### src/rtl/xtea_pkg.sv
// Shared XTEA constants and FSM state encoding.
// Imported by both the encryptor and the decryptor.
package xtea_pkg;

  localparam int unsigned XTEA_ROUNDS       = 32;
  localparam logic [31:0] XTEA_DELTA        = 32'h9E3779B9;
  localparam logic [31:0] XTEA_DEC_INIT_SUM = 32'hC6EF3720;

  typedef enum logic [2:0] {
    ST_IDLE     = 3'd0,
    ST_LOOP     = 3'd1,
    ST_UPDATE_Y = 3'd2,
    ST_UPDATE_Z = 3'd3,
    ST_DONE     = 3'd4
  } xtea_state_e;

  // Picks K[sel] out of the 128-bit key, where K[n] = key[32n+31:32n].
  function automatic logic [31:0] key_word(input logic [127:0] k, input logic [1:0] sel);
    return k[32*sel +: 32];
  endfunction

endpackage

### src/rtl/xtea_enc_if.sv
// Request/response bundle for the XTEA encryptor.
interface xtea_enc_if;
  logic         en;
  logic         start;
  logic [127:0] data_i;
  logic [127:0] key;
  logic         ready;
  logic         busy;
  logic [127:0] data_o;

  modport master (output en, start, data_i, key, input ready, busy, data_o);
  modport slave  (input en, start, data_i, key, output ready, busy, data_o);
endinterface

### src/rtl/xtea_mix.sv
// XTEA mixing function: (((v<<4)^(v>>5))+v) ^ (s+k), all mod 2^32.
module xtea_mix (
  input  logic [31:0] v,
  input  logic [31:0] s,
  input  logic [31:0] k,
  output logic [31:0] f
);

  assign f = (((v << 4) ^ (v >> 5)) + v) ^ (s + k);

endmodule

### src/rtl/xtea_enc.sv
// Two-lane iterative XTEA encryptor; one half-round per cycle, both lanes
// sharing the sum and key.
module xtea_enc
  import xtea_pkg::*;
#(
  parameter int unsigned ROUNDS = XTEA_ROUNDS,
  parameter logic [31:0] DELTA  = XTEA_DELTA
) (
  input  logic       clock,
  input  logic       reset,
  xtea_enc_if.slave  bus
);

  localparam int unsigned IW = $clog2(ROUNDS + 1);

  xtea_state_e        state_reg, state_next;
  logic [31:0]        sum_reg;
  logic [IW-1:0]      i_reg;
  logic [127:0]       key_reg;
  logic [1:0][31:0]   y_reg, z_reg;
  logic [127:0]       result_reg;

  logic               in_update_z;
  logic [1:0]         key_sel;
  logic [31:0]        key_mux;
  logic [1:0][31:0]   mix_v, mix_out;
  logic               rounds_left;

  assign rounds_left = (i_reg < IW'(ROUNDS));

  always_ff @(posedge clock or posedge reset) begin
    if (reset) state_reg <= ST_IDLE;
    else       state_reg <= state_next;
  end

  always_comb begin
    state_next = state_reg;
    bus.ready  = 1'b0;
    bus.busy   = 1'b1;
    case (state_reg)
      ST_IDLE: begin
        bus.busy = 1'b0;
        if (bus.start && bus.en) state_next = ST_LOOP;
      end
      ST_LOOP:     state_next = rounds_left ? ST_UPDATE_Y : ST_DONE;
      ST_UPDATE_Y: state_next = ST_UPDATE_Z;
      ST_UPDATE_Z: state_next = ST_LOOP;
      ST_DONE: begin
        bus.ready  = 1'b1;
        state_next = ST_IDLE;
      end
      default: begin
        bus.busy   = 1'b0;
        state_next = ST_IDLE;
      end
    endcase
  end

  // The z half-round sees the already-advanced sum and the fresh y, so a
  // single mixer per lane serves both half-rounds by swapping its operand.
  assign in_update_z = (state_reg == ST_UPDATE_Z);
  assign key_sel     = in_update_z ? sum_reg[12:11] : sum_reg[1:0];
  assign key_mux     = key_word(key_reg, key_sel);

  generate
    for (genvar gi = 0; gi < 2; gi++) begin : g_lane
      assign mix_v[gi] = in_update_z ? y_reg[gi] : z_reg[gi];
      xtea_mix u_mix (
        .v (mix_v[gi]),
        .s (sum_reg),
        .k (key_mux),
        .f (mix_out[gi])
      );
    end
  endgenerate

  always_ff @(posedge clock or posedge reset) begin
    if (reset) begin
      sum_reg    <= '0;
      i_reg      <= '0;
      key_reg    <= '0;
      y_reg      <= '0;
      z_reg      <= '0;
      result_reg <= '0;
    end else begin
      case (state_reg)
        ST_IDLE: begin
          key_reg <= bus.key;
          sum_reg <= '0;
          i_reg   <= '0;
          for (int l = 0; l < 2; l++) begin
            y_reg[l] <= bus.data_i[64*l +: 32];
            z_reg[l] <= bus.data_i[64*l+32 +: 32];
          end
        end
        ST_LOOP: begin
          if (!rounds_left) result_reg <= {z_reg[1], y_reg[1], z_reg[0], y_reg[0]};
        end
        ST_UPDATE_Y: begin
          for (int l = 0; l < 2; l++) y_reg[l] <= y_reg[l] + mix_out[l];
          sum_reg <= sum_reg + DELTA;
        end
        ST_UPDATE_Z: begin
          for (int l = 0; l < 2; l++) z_reg[l] <= z_reg[l] + mix_out[l];
          i_reg <= i_reg + IW'(1);
        end
        default: ;
      endcase
    end
  end

  assign bus.data_o = result_reg;

endmodule
### src/flat_wrapper.sv
// flat-port wrapper written by rule: the top's interface ports become plain ports
module xtea_enc_flat import xtea_pkg::*;
#(
  parameter int unsigned ROUNDS = XTEA_ROUNDS,
  parameter logic [31:0] DELTA  = XTEA_DELTA
)
  (clock, reset, bus_en, bus_start, bus_data_i, bus_key, bus_ready, bus_busy, bus_data_o);
  xtea_enc_if bus_i ();
  input  logic clock;
  input  logic reset;
  input wire logic [$bits(bus_i.en)-1:0] bus_en;
  input wire logic [$bits(bus_i.start)-1:0] bus_start;
  input wire logic [$bits(bus_i.data_i)-1:0] bus_data_i;
  input wire logic [$bits(bus_i.key)-1:0] bus_key;
  output wire logic [$bits(bus_i.ready)-1:0] bus_ready;
  output wire logic [$bits(bus_i.busy)-1:0] bus_busy;
  output wire logic [$bits(bus_i.data_o)-1:0] bus_data_o;
  assign bus_i.en = bus_en;
  assign bus_i.start = bus_start;
  assign bus_i.data_i = bus_data_i;
  assign bus_i.key = bus_key;
  assign bus_ready = bus_i.ready;
  assign bus_busy = bus_i.busy;
  assign bus_data_o = bus_i.data_o;
  xtea_enc #(.ROUNDS(ROUNDS), .DELTA(DELTA)) u_core (.clock(clock), .reset(reset), .bus(bus_i));
endmodule
### config.mk
export PLATFORM = sky130hd
export DESIGN_NAME = xtea_enc_flat
export DESIGN_NICKNAME = d
export VERILOG_FILES = /design/src/rtl/xtea_pkg.sv /design/src/rtl/xtea_enc_if.sv /design/src/rtl/xtea_mix.sv /design/src/rtl/xtea_enc.sv /design/src/flat_wrapper.sv
export SDC_FILE = /design/constraint.sdc
export NUM_CORES = 2
export LEC_CHECK = 0
export CELL_PAD_IN_SITES_DETAIL_PLACEMENT = 2
export CELL_PAD_IN_SITES_GLOBAL_PLACEMENT = 2
export CORE_ASPECT_RATIO = 2
export CORE_UTILIZATION = 30
export CTS_BUF_LIST = sky130_fd_sc_hd__clkbuf_8
export CTS_CLUSTER_SIZE = 25
export DETAILED_ROUTE_END_ITERATION = 10
export PLACE_DENSITY = 0.8
export SLEW_MARGIN = 40
export SYNTH_ARGS = -nofsm -noshare
export SYNTH_HDL_FRONTEND = slang
export SYNTH_SLANG_ARGS = --single-unit
### constraint.sdc
create_clock -name clock -period 14 [get_ports clock]
set_clock_uncertainty 0.15 [all_clocks]
set_input_delay 2.8 -clock clock [delete_from_list [all_inputs] [get_ports clock]]
set_output_delay 2.8 -clock clock [all_outputs]
set_load 0.05 [all_outputs]
# == Yosys cells after proc, flatten, opt, wreduce, memory -nomap -nowiden ==
# Index checks and enable logic that the tools add are counted.
# totals
register_bits,425
input_bits,260
# classes
n_mux,12
n_bitwise,5
add_sub_neg,9
n_reduce_logical,6
order_cmp,1
n_shift,1
n_eq_ne,5
# op_table
operator,n
64-bit case mux with 2 select lines,2
32-bit adder,7
128-bit by 8-bit variable part select with 32-bit output,1
32-bit two-way mux,2
32-bit case mux with 2 select lines,1
32-bit by 27-bit bitwise XOR with 32-bit output,2
32-bit bitwise XOR,2
32-bit adder (second input constant),1
3-bit case mux with 4 select lines,1
6-bit case mux with 2 select lines,1
6-bit by 1-bit adder with 6-bit output (second input constant),1
3-bit by 2-bit == test with 1-bit output (second input constant),2
6-bit < comparator (second input constant),1
3-bit two-way mux,2
2-bit nonzero test,2
4-bit OR reduction,1
3-bit by 1-bit == test with 1-bit output (second input constant),1
3-bit == test (second input constant),1
3-bit logical NOT,1
1-bit two-way mux,2
2-bit two-way mux,1
2-bit by 1-bit != test with 1-bit output (second input constant),1
2-bit AND reduction,1
1-bit logical AND,1
1-bit inverter,1

# == Logic depth before layout (Yosys ltp) ==
# logic_depth
depth_word,7
ltp_mapped,34
mapped_depth_nobuf,31

# == By module ==
# From an unflattened synthesis, not the netlist that was laid out.
# unflattened
hier_cells,3643
hier_area_um2,32282.2
# modules_own_cells
module,area_per_inst_um2,n_inst,cells_each
xtea_enc,24761.2,1,2646
xtea_mix (u_core.g_lane[1].u_mix),3794.9,1,502
xtea_mix (u_core.g_lane[0].u_mix),3726.1,1,495

# == Worst setup path before layout ==
# OpenSTA, ideal clock, no wires.
# synth_timing
kind,register to register
start,register u_core.state_reg[2]
end,register u_core.y_reg[63] (netlist name)
arrival_time_ps,6466
period_less_slack_ps,6747
path_buffers,4
setup_time_ps,131
required_time_ps,13719
path_stages_with_launch,35
setup_slack_ps,7253
cell_sequence,dfrtp_1 -> buf_6 -> nand3b_4 -> buf_6 -> mux2_4 -> clkbuf_1 -> clkbuf_1 -> nand2_1 -> a31oi_1 -> ha_1 -> inv_1 -> fa_1 -> nor2b_1 -> o21ai_1 -> a21boi_1 -> o31ai_1 -> o31ai_1 -> o41ai_1 -> o31ai_1 -> a21o_1 -> a21oi_1 -> xnor2_1 -> xnor2_1 -> ha_1 -> a21oi_1 -> nor2b_1 -> o21ai_0 -> nand2b_1 -> or3_1 -> o21ai_1 -> o21ai_0 -> a21oi_1 -> xnor2_1 -> and3_1 -> or3_1
# synth_via
elab_chain_len,7
word_cells_on_any_way,13
cone_classes,add/sub (3); eq/ne (2); shift (1); mux (3); bitwise (2); reduce/logical (2)
# synth_lines
item,line,rtl
from (decl),xtea_enc.sv:16,"xtea_state_e state_reg, state_next;"
from (signal assigned),xtea_enc.sv:33,else state_reg <= state_next;
3-bit by 2-bit == test with 1-bit output,xtea_enc.sv:61,assign in_update_z = (state_reg == ST_UPDATE_Z);
2-bit two-way mux or 32-bit two-way mux (tied branches),"xtea_enc.sv:62, xtea_enc.sv:67",
128-bit by 8-bit variable part select with 32-bit output or 32-bit by 27-bit bitwise XOR with 32-bit output (tied branches),"xtea_pkg.sv:19, xtea_mix.sv:9",
32-bit adder,xtea_mix.sv:9,assign f = (((v << 4) ^ (v >> 5)) + v) ^ (s + k);
32-bit bitwise XOR,xtea_mix.sv:9,
32-bit adder,xtea_enc.sv:100,for (int l = 0; l < 2; l++) y_reg[l] <= y_reg[l] + mix_out[l];
64-bit case mux with 2 select lines,xtea_enc.sv:86,case (state_reg)
"to (signal, indexed assignment)",xtea_enc.sv:92,y_reg[l] <= bus.data_i[64*l +: 32];
to (decl),xtea_enc.sv:20,"logic [1:0][31:0] y_reg, z_reg;"
# Parallel ways exist; a longest one is shown, timed or not.
# A chain may end at the register's enable or synchronous reset.

# == Worst setup path after layout ==
# layout_timing
start,register u_core.state_reg[1]
end,register u_core.y_reg[31] (netlist name)
# The elaborated chain is that of the path after synthesis.

==> flow_summary.ini <==
[timing]
max-slew-margin-rel_pct = 37.8
rsz0062_at_grt = false
hold_viol = 0
maxSlewViolCount = 0
fin_crit_sh_pct = 62.5
setup-tns-final_ns = 0
period_minus_slack_ns = 8.75
worst_slew_pin_slew_ns = 0.921
fmax_mhz = 114
finalSetupViolCount = 0

[detailed_routing]
drc = 0
viasPerCell = 5.30
ant_nets = 0
drt_first_pass_iters = 4
routed_wl_mm = 119
wl_per_cell_um = 23.1
vias = 27257
drt_iter0_markers = 948

[synthesis]
ys_ff_latch = 425
yosys_warnings = 0
synthCells = 3406
syn_nets = 3908
synth_edf_count = 0
async_flop_share_pct = 100
synth_seq_area_share_pct = 35.4
ys_types = 81
syn_avg_cell_area_sq_um = 8.82
syn-cell-area_sq_mm = 0.0300
synth-main-ff-cell = dfrtp_1

[finish]
layout.nets = 4271
post-route-util_pct = 37.4
layout_common_cells = 724 x nand2_1, 424 x dfrtp_1, 389 x clkdlybuf4s50_1
synthToLayoutAreaGrowth_pct = 23.1
fill_cells = 11004
drive_above_1_share_pct = 7.54
mostFrequentLayoutCell = nand2_1
post-route-cell-area_sq_mm = 0.0370

[place]
placed_area_sq_mm = 0.0354
placement.io_buffers = 389
gp_congestion = 0.970
hpwl_mm = 93.0

[min_path]
whs_endpoint = u_core.key_reg[116]
hold_path_depth = 2
hold_start = u_core.key_reg[116]
hold_path.class = register to register

[critical_path]
reg2reg_from = u_core.state_reg[1]
critPathArrivalTime_ns = 9.22
cpPeakStageDelay_ns = 0.74
worst_path_max_delay_cell = dfrtp_4
required_ns = 14.47
worst-path-buf-inv = 2
cpLargestDelayFamily = compound AO/OA/AOI/OAI gates
reg2reg_to = u_core.y_reg[31]
reg2reg_depth = 30
reg2reg_slack_ns = 5.25
worstPathMaxFanout = 63
worstSetupPathType = register to register
worst_setup_path_end_kind = register
start_kind = register

[clocking]
cts_setup_buffers = 0
cts_root_buffer = clkbuf_8
htree_levels = 3
clkSinkCount = 425
numCtsBuffers = 71
cts.repair.resized = 0
worstSkewPairLatency_ns = 0.76
path_clk_slew_ns = 0.06
hold_buffers = 0
clk_path_buf_depth = 3
cts_tree = built

[flow_run]
cap_violations = 0

[floorplan]
initial_core_util_pct = 30.4
fp.dieH_um = 450
rows = 163
core_sq_mm = 0.0989
die_area_sq_mm = 0.102
die_w_um = 226
ioPinCount = 390

[grt]
grt_pass1_vias = 31130
grt-ovfl-total = 0
grt_max_degree = 188
grt.total_usage_pct = 23.6
antenna_found_initial = 9
grt_pass1_wl_mm = 183

[status]
status = completed
-- worst max-delay path by stage --
stage          slack, ns              endpoint           startpoint  cells after the start
6_report            5.25      u_core.y_reg[31]  u_core.state_reg[1]                     30
5_1_grt             4.72      u_core.y_reg[31]  u_core.state_reg[1]                     30
4_1_cts             5.16      u_core.y_reg[31]  u_core.state_reg[1]                     27
3_5_place_dp        5.26      u_core.y_reg[63]  u_core.state_reg[1]                     27
3_3_place_gp        5.37      u_core.y_reg[31]  u_core.state_reg[1]                     30
2_1_floorplan       5.31  u_core.bus.data_o[0]                reset                      1
-- final cells by class --
type	instances	area (sq um)	area share, %
Antenna cell	3	7.51	0.0203
Clock buffer	82	1130	3.05
Clock inverter	42	352	0.951
Inverter	87	330	0.893
Multi-Input combinational cell	2763	18600	50.4
Sequential cell	425	10600	28.8
Tap cell	1320	1650	4.47
Timing Repair Buffer	421	4230	11.4
-- routing by layer --
metal / vias to the layer above / GRT usage, % / share of wire [%]
met5: - / 0 / 0.045
met1: 13649 / 24.6 / 37
met2: 610 / 44.7 / 54
met3: 284 / 3.29 / 3.3
met4: 8 / 12.9 / 5.3
li1: 12706 / - / -
-- cell usage after synthesis, types with 7 or more instances --
cell type | number | area (sq um)
nand2_1 | 725 | 2720
dfrtp_1 | 425 | 10600
ha_1 | 235 | 2940
a21oi_1 | 210 | 1050
xnor2_1 | 205 | 1800
o21ai_0 | 169 | 846
nor2_1 | 131 | 492
mux2_2 | 128 | 1440
clkbuf_1 | 118 | 443
xor2_1 | 116 | 1020
a21o_1 | 107 | 803
inv_1 | 86 | 323
mux2i_1 | 78 | 781
a22oi_1 | 67 | 503
o21ai_1 | 63 | 315
a211oi_1 | 53 | 398
a31oi_1 | 46 | 288
nand3_1 | 40 | 200
and2_1 | 39 | 244
o21a_1 | 31 | 233
o21bai_1 | 31 | 233
nor3_1 | 25 | 125
and3_1 | 23 | 144
nand2b_1 | 20 | 125
o31ai_1 | 20 | 150
nor2b_1 | 17 | 106
or3_1 | 16 | 100
nand4_1 | 13 | 81.3
buf_1 | 10 | 37.5
o211ai_1 | 10 | 75.1
nor4_1 | 8 | 50.1
a31o_1 | 7 | 61.3
fa_1 | 7 | 140
-- worst reg2reg max path, delay by kind of cell (launching register included) --
family / cells / cell delay [ns]
compound gates: 15 / 3.12
simple gates: 6 / 1.65
fa+ha+maj: 3 / 1.05
xor+xnor: 3 / 0.96
flops: 1 / 0.74
mux: 1 / 0.71
buf+inv: 2 / 0.24
-- logic make-up after synthesis --
group                    Yosys count  share of synthesized area, %
AND/OR/NAND/NOR                 1089                          15.5
AO/OA/AOI/OAI                    898                          19.0
flip-flops                       425                          35.4
XOR/XNOR                         324                          9.54
adder cells (fa/ha/maj)          242                          10.3
buffers and inverters            218                          2.79
multiplexers                     210                          7.57
-- per-stage QoR --
| step | setup WS [ns] | hold slack [ns] | std cells |
|---|---|---|---|
| 6_report | 5.25 | 0.316 | 5143 |
| 5_1_grt | 4.72 | 0.343 | 5143 |
| 4_1_cts | 5.16 | 0.322 | 5139 |
| 3_5_place_dp | 5.26 | 0.308 | 5015 |
| 3_3_place_gp | 5.37 | 0.300 | 5013 |
| 2_1_floorplan | 5.31 | 0.287 | 3406 |
Power is not shown: default switching activity piles up to over one toggle a cycle in this logic, so the estimate is an artifact.
